File: src/rtl/checkout_sequencer.sv
// checkout_sequencer: end-of-sale sequencing between StateMachine and BasketController.
// Freezes the basket total, collects a decimal payment, compares it, shows the change
// and issues the one-cycle active-low basket clear.
// Optional feature: define COLLECT_TIMEOUT_EN to abandon payment entry after
// TIMEOUT_CYCLES idle cycles in COLLECT (Timeout_Pulse is tied low otherwise).
module checkout_sequencer #(
    parameter int unsigned MAX_PAY_DIGITS = 6,
    parameter int unsigned DISPLAY_CYCLES = 100000000,
    parameter int unsigned TIMEOUT_CYCLES = 1500000000
) (
    input  logic        CLOCK_50,
    input  logic        RESET_N,
    input  logic        Checkout_Pulse,
    input  logic        Cancel_Pulse,
    input  logic        Pay_Digit_En,
    input  logic [3:0]  Pay_Digit,
    input  logic        Pay_Confirm_Pulse,
    input  logic [19:0] T_PRICE,
    input  logic [3:0]  BasketProductNum,
    output logic        BasketController_RSTN_Pulse,
    output logic        Busy,
    output logic [2:0]  State_out,
    output logic [19:0] PaidAmount,
    output logic [19:0] Change,
    output logic        Insufficient,
    output logic        Done_Pulse,
    output logic        Timeout_Pulse
);

    // One counter width covers both the PAID display hold and the COLLECT inactivity limit
    localparam int unsigned CNT_MAX = (DISPLAY_CYCLES > TIMEOUT_CYCLES) ? DISPLAY_CYCLES : TIMEOUT_CYCLES;
    localparam int unsigned CNT_W   = $clog2(CNT_MAX + 1);
    localparam int unsigned DIG_W   = $clog2(MAX_PAY_DIGITS + 1);

    typedef enum logic [2:0] {
        IDLE    = 3'd0,
        COLLECT = 3'd1,
        COMPARE = 3'd2,
        PAID    = 3'd3,
        CLEAR   = 3'd4
    } state_t;

    state_t             state;
    logic [19:0]        total_q;
    logic [DIG_W-1:0]   count;
    logic [CNT_W-1:0]   disp_cnt;
    logic               digit_ok;
`ifdef COLLECT_TIMEOUT_EN
    logic [CNT_W-1:0]   idle_cnt;
`endif

    assign State_out = state;

    // A digit is taken only if it is decimal and there is room for it
    assign digit_ok = Pay_Digit_En && (Pay_Digit <= 4'd9) && (count < DIG_W'(MAX_PAY_DIGITS));

`ifndef COLLECT_TIMEOUT_EN
    assign Timeout_Pulse = 1'b0;
`endif

    // Checkout FSM with registered outputs and strobes
    always_ff @(posedge CLOCK_50) begin
        if (!RESET_N) begin
            state                       <= IDLE;
            total_q                     <= '0;
            count                       <= '0;
            disp_cnt                    <= '0;
            PaidAmount                  <= '0;
            Change                      <= '0;
            Insufficient                <= 1'b0;
            Done_Pulse                  <= 1'b0;
            Busy                        <= 1'b0;
            BasketController_RSTN_Pulse <= 1'b1;
`ifdef COLLECT_TIMEOUT_EN
            idle_cnt                    <= '0;
            Timeout_Pulse               <= 1'b0;
`endif
        end else begin
            BasketController_RSTN_Pulse <= 1'b1;
            Done_Pulse                  <= 1'b0;
`ifdef COLLECT_TIMEOUT_EN
            Timeout_Pulse               <= 1'b0;
`endif
            case (state)
                IDLE: begin
                    if (Checkout_Pulse && (BasketProductNum != 4'd0)) begin
                        state        <= COLLECT;
                        Busy         <= 1'b1;
                        total_q      <= T_PRICE;
                        PaidAmount   <= '0;
                        count        <= '0;
                        Insufficient <= 1'b0;
                        Change       <= '0;
`ifdef COLLECT_TIMEOUT_EN
                        idle_cnt     <= '0;
`endif
                    end
                end
                COLLECT: begin
                    if (Cancel_Pulse) begin
                        state      <= IDLE;
                        Busy       <= 1'b0;
                        PaidAmount <= '0;
                        count      <= '0;
                    end else if (Pay_Confirm_Pulse) begin
                        state <= COMPARE;
                    end else if (digit_ok) begin
                        PaidAmount   <= 20'(24'(PaidAmount) * 24'd10 + 24'(Pay_Digit));
                        count        <= count + DIG_W'(1);
                        Insufficient <= 1'b0;
`ifdef COLLECT_TIMEOUT_EN
                        idle_cnt     <= '0;
                    end else if (idle_cnt == CNT_W'(TIMEOUT_CYCLES - 1)) begin
                        state         <= IDLE;
                        Busy          <= 1'b0;
                        PaidAmount    <= '0;
                        count         <= '0;
                        Timeout_Pulse <= 1'b1;
                    end else begin
                        idle_cnt <= idle_cnt + CNT_W'(1);
`endif
                    end
                end
                COMPARE: begin
                    if (PaidAmount >= total_q) begin
                        Change   <= PaidAmount - total_q;
                        disp_cnt <= CNT_W'(DISPLAY_CYCLES - 1);
                        state    <= PAID;
                    end else begin
                        Insufficient <= 1'b1;
                        PaidAmount   <= '0;
                        count        <= '0;
                        state        <= COLLECT;
`ifdef COLLECT_TIMEOUT_EN
                        idle_cnt     <= '0;
`endif
                    end
                end
                PAID: begin
                    if (disp_cnt == '0) begin
                        state                       <= CLEAR;
                        BasketController_RSTN_Pulse <= 1'b0;
                        Done_Pulse                  <= 1'b1;
                    end else begin
                        disp_cnt <= disp_cnt - CNT_W'(1);
                    end
                end
                CLEAR: begin
                    state <= IDLE;
                    Busy  <= 1'b0;
                end
                default: begin
                    state <= IDLE;
                    Busy  <= 1'b0;
                end
            endcase
        end
    end

endmodule

File: config.mk
export PLATFORM = sky130hd
export DESIGN_NAME = checkout_sequencer
export DESIGN_NICKNAME = d
export VERILOG_FILES = /design/src/rtl/checkout_sequencer.sv
export SDC_FILE = /design/constraint.sdc
export NUM_CORES = 1
export LEC_CHECK = 0
export ABC_AREA = 1
export CAP_MARGIN = 25
export CORE_MARGIN = 4
export CORE_UTILIZATION = 52
export DETAILED_ROUTE_END_ITERATION = 7
export GPL_TIMING_DRIVEN = 0
export PLACE_DENSITY = 0.87
export REMOVE_ABC_BUFFERS = 1
export SETUP_SLACK_MARGIN = 0.1
export SLEW_MARGIN = 20
export SYNTH_ARGS = -nofsm -noshare
export SYNTH_HDL_FRONTEND = slang
export SYNTH_SLANG_ARGS = --single-unit
File: constraint.sdc
create_clock -name CLOCK_50 -period 2.39 [get_ports CLOCK_50]
set_input_delay 0.478 -clock CLOCK_50 [delete_from_list [all_inputs] [get_ports CLOCK_50]]
set_output_delay 0.478 -clock CLOCK_50 [all_outputs]
set_load 0.05 [all_outputs]
=== Word level (Yosys, flattened, before mapping) ===
Index checks and enable logic that the tools add are counted.

* Logic and storage cells: 86
* Bits in registers: 101
* Output and inout bits: 48

* Multiplexer cells: 34
* $lt $le $gt $ge: 3
* Eq/ne operators: 15
* Bitwise gates (word level): 1
* Add/subtract/negate cells: 4
* $mul: 1
* Reductions and logical operators: 18

{| class="wikitable"
|+ Operators with widths
! cell !! count
|-
| $mux W20 || 6
|-
| $mux W31 || 2
|-
| $pmux W31 S2 || 1
|-
| $pmux W20 S3 || 1
|-
| $pmux W20 S2 || 1
|-
| $logic_not A31 Y1 || 1
|-
| $sub A31 B1 Y31 const B || 1
|-
| $mux W3 || 9
|-
| $add A20 B4 Y20 || 1
|-
| $ge A20 B20 Y1 || 1
|-
| $mul A20 B3 Y19 const B || 1
|-
| $sub A20 B20 Y20 || 1
|-
| $ne A2 B2 Y1 const B || 9
|-
| $pmux W3 S4 || 1
|-
| $reduce_and A3 Y1 || 4
|-
| $mux W1 || 9
|-
| $ne A3 B3 Y1 const B || 3
|-
| $pmux W3 S3 || 1
|-
| $eq A3 B2 Y1 const B || 2
|-
| $pmux W1 S3 || 2
|-
| $reduce_and A6 Y1 || 1
|-
| $reduce_and A5 Y1 || 1
|-
| $le A4 B4 Y1 const B || 1
|-
| $reduce_and A2 Y1 || 2
|-
| 11 further kinds || 14
|}

=== Depth between registers and ports, before layout ===
* Word-level depth: 7
* Gate-level depth with buffers: 18

=== Least setup slack after synthesis ===
OpenSTA, ideal clock, no wires.

* Kind: reg2reg
* Start: register PaidAmount[1]
* End: register PaidAmount[19]
* Buffers on the path: 0
* Data arrival time: 2.814 ns
* Clock period less this slack: 2.946 ns
* Setup slack: -0.556 ns
* Data required time: 2.258 ns
* Setup time: 0.132 ns
* Stages on the path, launching flop included: 15
* Path through: dfxtp_1 -> ha_1 -> ha_1 -> fa_1 -> nand2_1 -> inv_1 -> o21ai_0 -> nor2_1 -> nand2_1 -> nor2_1 -> nand4_1 -> nor2_1 -> nand3_1 -> nand3_1 -> a21oi_1

* Longest elaborated chain between the ends: 6
* Elaborated cells on any way between the ends: 9

{| class="wikitable"
|+ Ends and longest elaborated chain
! element !! RTL line !! RTL
|-
| start, declared || 23 || <nowiki>output logic [19:0] PaidAmount,</nowiki>
|-
| start signal, assigned || 108 || <nowiki>PaidAmount <= 20'(24'(PaidAmount) * 24'd10 + 24'(Pay_Digit));</nowiki>
|-
| $mul A20 B3 Y19 || 108 ||
|-
| $add A20 B4 Y20 || 108 ||
|-
| $mux W20 || 107 || <nowiki>end else if (digit_ok) begin</nowiki>
|-
| $mux W20 || 105 || <nowiki>end else if (Pay_Confirm_Pulse) begin</nowiki>
|-
| $mux W20 || 100 || <nowiki>if (Cancel_Pulse) begin</nowiki>
|-
| $pmux W20 S3 || 84 || <nowiki>case (state)</nowiki>
|}

Parallel ways exist; a longest one is shown, timed or not. The select of a mux whose other input is x is not followed.
A chain may end at the register's enable or synchronous reset.

=== Final worst setup path ===
* Start: register PaidAmount[6]
* End: register PaidAmount[12]

Same word-level chain as after synthesis.

==> out/results.txt <==
Pwr Density - 481 nW/um^2
Reg clk slew, reported paths - 0.08 ns
VDD IR max - 0.374 mV
Initial antenna violation count - 0
Slew HR - 0.508
Worst reg2reg path depth - 15
DRT Pass-1 Iters - 5
Slew Viols, Final - 0
GRT overflow - 0
Minimum clock period - 2.71 ns
Clock Skews - 0.0159 ns
Tcrit/Tclk final - 1.14
Failing checks - setup timing
DPL Wire Length - 15,500 um
Synth warnings - 0
Worst setup startpoint - PaidAmount[6]
Worst Hold Margin - 0.465 ns
DR top layer - met4
RePlAce Congestion - 0.937
CTS Sinks - 101
Initial Util - 0.529
Post-route DRC - 0
Crit path arrival time - 2.94 ns
CP Class - reg2reg
Ant. Diodes - 0
Synthesized area - 7350 um^2
Antenna Nets Post-Route - 0
Post-Route WL - 26,500 um
Async S/R FF share, synth - 0
Vias/cell - 6.05
Final setup violation count - 66
LEAKAGE - 4.54 nW
Layout area overhead - 38.4%
Required time worst endpoint - 2.62 ns
Worst reg2reg endpoint - PaidAmount[12]
RSZ-0062 raised after global routing - yes
Synth area leader - dfxtp_1
Number of synthesized register bits - 101
PortBufs - 80
Die area - 16,100 um^2
Worst R2R Setup Slack - -0.32 ns
EDFF count, synth - 0
Cts bufs inserted - 9
Largest cells by area after synthesis - dfxtp_1, nand2_1, ha_1, a21oi_1, inv_1
CTS tree - done
H-tree Lvls - 3
Unique masters post-synth - 49
Share of layout cells above drive strength 1 - 0.214
Final Hold Vio Count - 0
Nets - 1,361
Total GRT Usage - 0.302
First-pass GRT wire length - 39,500 um
Seq/Total Area, Yosys - 0.275
Row cnt - 43
Worst hold path type - reg2reg
Crit Path Max Fanout - 6
Status - finished, violations left
Area of the core - 13,900 um^2
Share of Yosys cell area claimed by the top area cell type - 0.275
Per-cell routed wire length - 18.3 um
Clk_lat worst skew - 0.37 ns
Final worst slack - -0.324 ns
Largest net degree at the start of global routing - 41
Vias in the first global route - 8,093
Routed length on met1 - 9870 um
IO Count - 82
Die X - 127 um
Prevailing post-synth register cell - dfxtp_1
Critical Path Start Type - register
Die height - 127 um
Final core occ - 0.732
Iteration-0 DRC Markers - 877
R2r startpoint - PaidAmount[6]
Worst slew pin tran - 0.736 ns
Maxcap violations - 0
Max Freq - 368 MHz
Routed wl met2 - 12,700 um
Mean Syn Cell Area - 6.50 um^2
Vias - 8,787
Worst setup EP type - register
Setup crit end - PaidAmount[12]
CTS Root Cell - clkbuf_16
Cells after Synth - 1,131
Clk buf depth - 2
Met3 WL - 2150 um
-- layout make-up --
cell class,instances,area (um^2)
clock buffers,10,239
clock inverters,6,77.6
fillers,988,3710
inverters,125,487
multi-input cells,884,5560
flip-flops and latches,101,2060
well taps,180,225
repair buffers,143,1490
repair inverters,4,30.0
-- sequential cells by signal (all words and copies together) (netlist names) --
signal	cells
disp_cnt	31
Change	20
State_out	3
BasketController_RSTN_Pulse	1
Busy	1
count	3
Done_Pulse	1
Insufficient	1
PaidAmount	20
total_q	20
-- cell families (layout without fill, tap and decap cells) --
family,after synthesis,after routing,share of synthesized area
simple gates,564,571,0.336
compound gates,219,219,0.160
flops,101,101,0.275
xor+xnor,34,34,0.0405
fa+ha+maj,59,59,0.104
other cells,1,1,0.000510
buf+inv,153,288,0.0843
-- through the flow --
step / TNS, ns / area (um^2) / setup slack (ns) / instances / total power, mW
after CTS: -2.54 / 9820 / -0.247 / 1439 / 4.74
after global placement: -114.98 / 8220 / -2.05 / 1363 / 2.83
after global routing: -10.89 / 10200 / -0.493 / 1453 / 5.02
after detailed placement: -40.59 / 8260 / -0.867 / 1365 / 2.85
final: -5.08 / 10200 / -0.324 / 1453 / 4.89
after floorplan: -19.59 / 7200 / -0.588 / 1103 / 2.53
-- cells in the mapped netlist, types with 9 or more instances --
cell type	count
a21oi_1	118
clkbuf_1	14
xnor2_1	12
ha_1	56
xor2_1	22
nand2_1	290
nand3_1	80
nor2_1	120
buf_2	9
inv_1	121
dfxtp_1	101
o21ai_0	74
nand4_1	18
-- worst max-delay path, stage by stage, from the launching register on --
cell and delay [ns]:
dfxtp_4 0.39, ha_1 0.31, ha_2 0.33, nand2_1 0.14, inv_1 0.08, a21oi_1 0.21
nand2_1 0.13, nand2_1 0.10, nand2_1 0.12, nor2_4 0.17, nand2_2 0.10, buf_4 0.15
xor2_1 0.19, inv_1 0.06, nand2_1 0.06, a21oi_1 0.05
-- power breakdown --
part           total [mW]  internal, mW  switching [mW]
Combinational        1.48         0.573           0.906
Sequential           1.81          1.75          0.0564
Clock                1.60         0.862           0.734
Total                4.89          3.19            1.70
-- worst min-delay path by stage --
stage               depth (start not counted)  slack [ns]           end         start
floorplan                                   2        0.43   total_q[10]   total_q[10]
global placement                            2        0.44   total_q[10]   total_q[10]
detailed placement                          2        0.45    total_q[5]    total_q[5]
CTS                                         2        0.46  disp_cnt[29]  disp_cnt[29]
global route                                2        0.49    Change[17]    Change[17]
finish                                      2        0.46     Change[0]     Change[0]
-- layer usage --
layer | global-route usage | up-vias
met4 | 0.174 | 0
li1 | - | 3999
met1 | 0.338 | 4026
met5 | 0 | -
met3 | 0.0547 | 179
met2 | 0.536 | 583
-- cells in the final DEF (no fill, tap or decap), types with 7 or more instances in the layout --
| cell | instances |
|---|---|
| nand2_4 | 8 |
| o21ai_0 | 58 |
| o21ai_1 | 10 |
| nor3_1 | 7 |
| buf_4 | 32 |
| xor2_1 | 21 |
| xnor2_1 | 12 |
| nand3_2 | 14 |
| ha_4 | 22 |
| or2_2 | 7 |
| nor2_4 | 15 |
| a21oi_1 | 103 |
| a21oi_2 | 16 |
| inv_1 | 113 |
| dfxtp_2 | 8 |
| o21ai_2 | 9 |
| nor2_2 | 17 |
| buf_6 | 18 |
| ha_2 | 7 |
| clkdlybuf4s50_1 | 80 |
| clkbuf_16 | 11 |
| nand2_1 | 265 |
| dfxtp_1 | 85 |
| nand2_2 | 25 |
| dfxtp_4 | 8 |
| clkinvlp_4 | 8 |
| nand3_1 | 65 |
| ha_1 | 27 |
| nor2_1 | 101 |
| nand4_1 | 18 |
-- what timing repair did --
item | CTS | global route
hold buffers | 0 | 0
setup endpoints to repair | 76 | 77
setup buffers | 45 | 13
pin swaps | 64 | 37
gates resized for setup | 171 | 70
gates cloned | 13 | 1
Note: power is estimated with default switching activity, not from simulation.
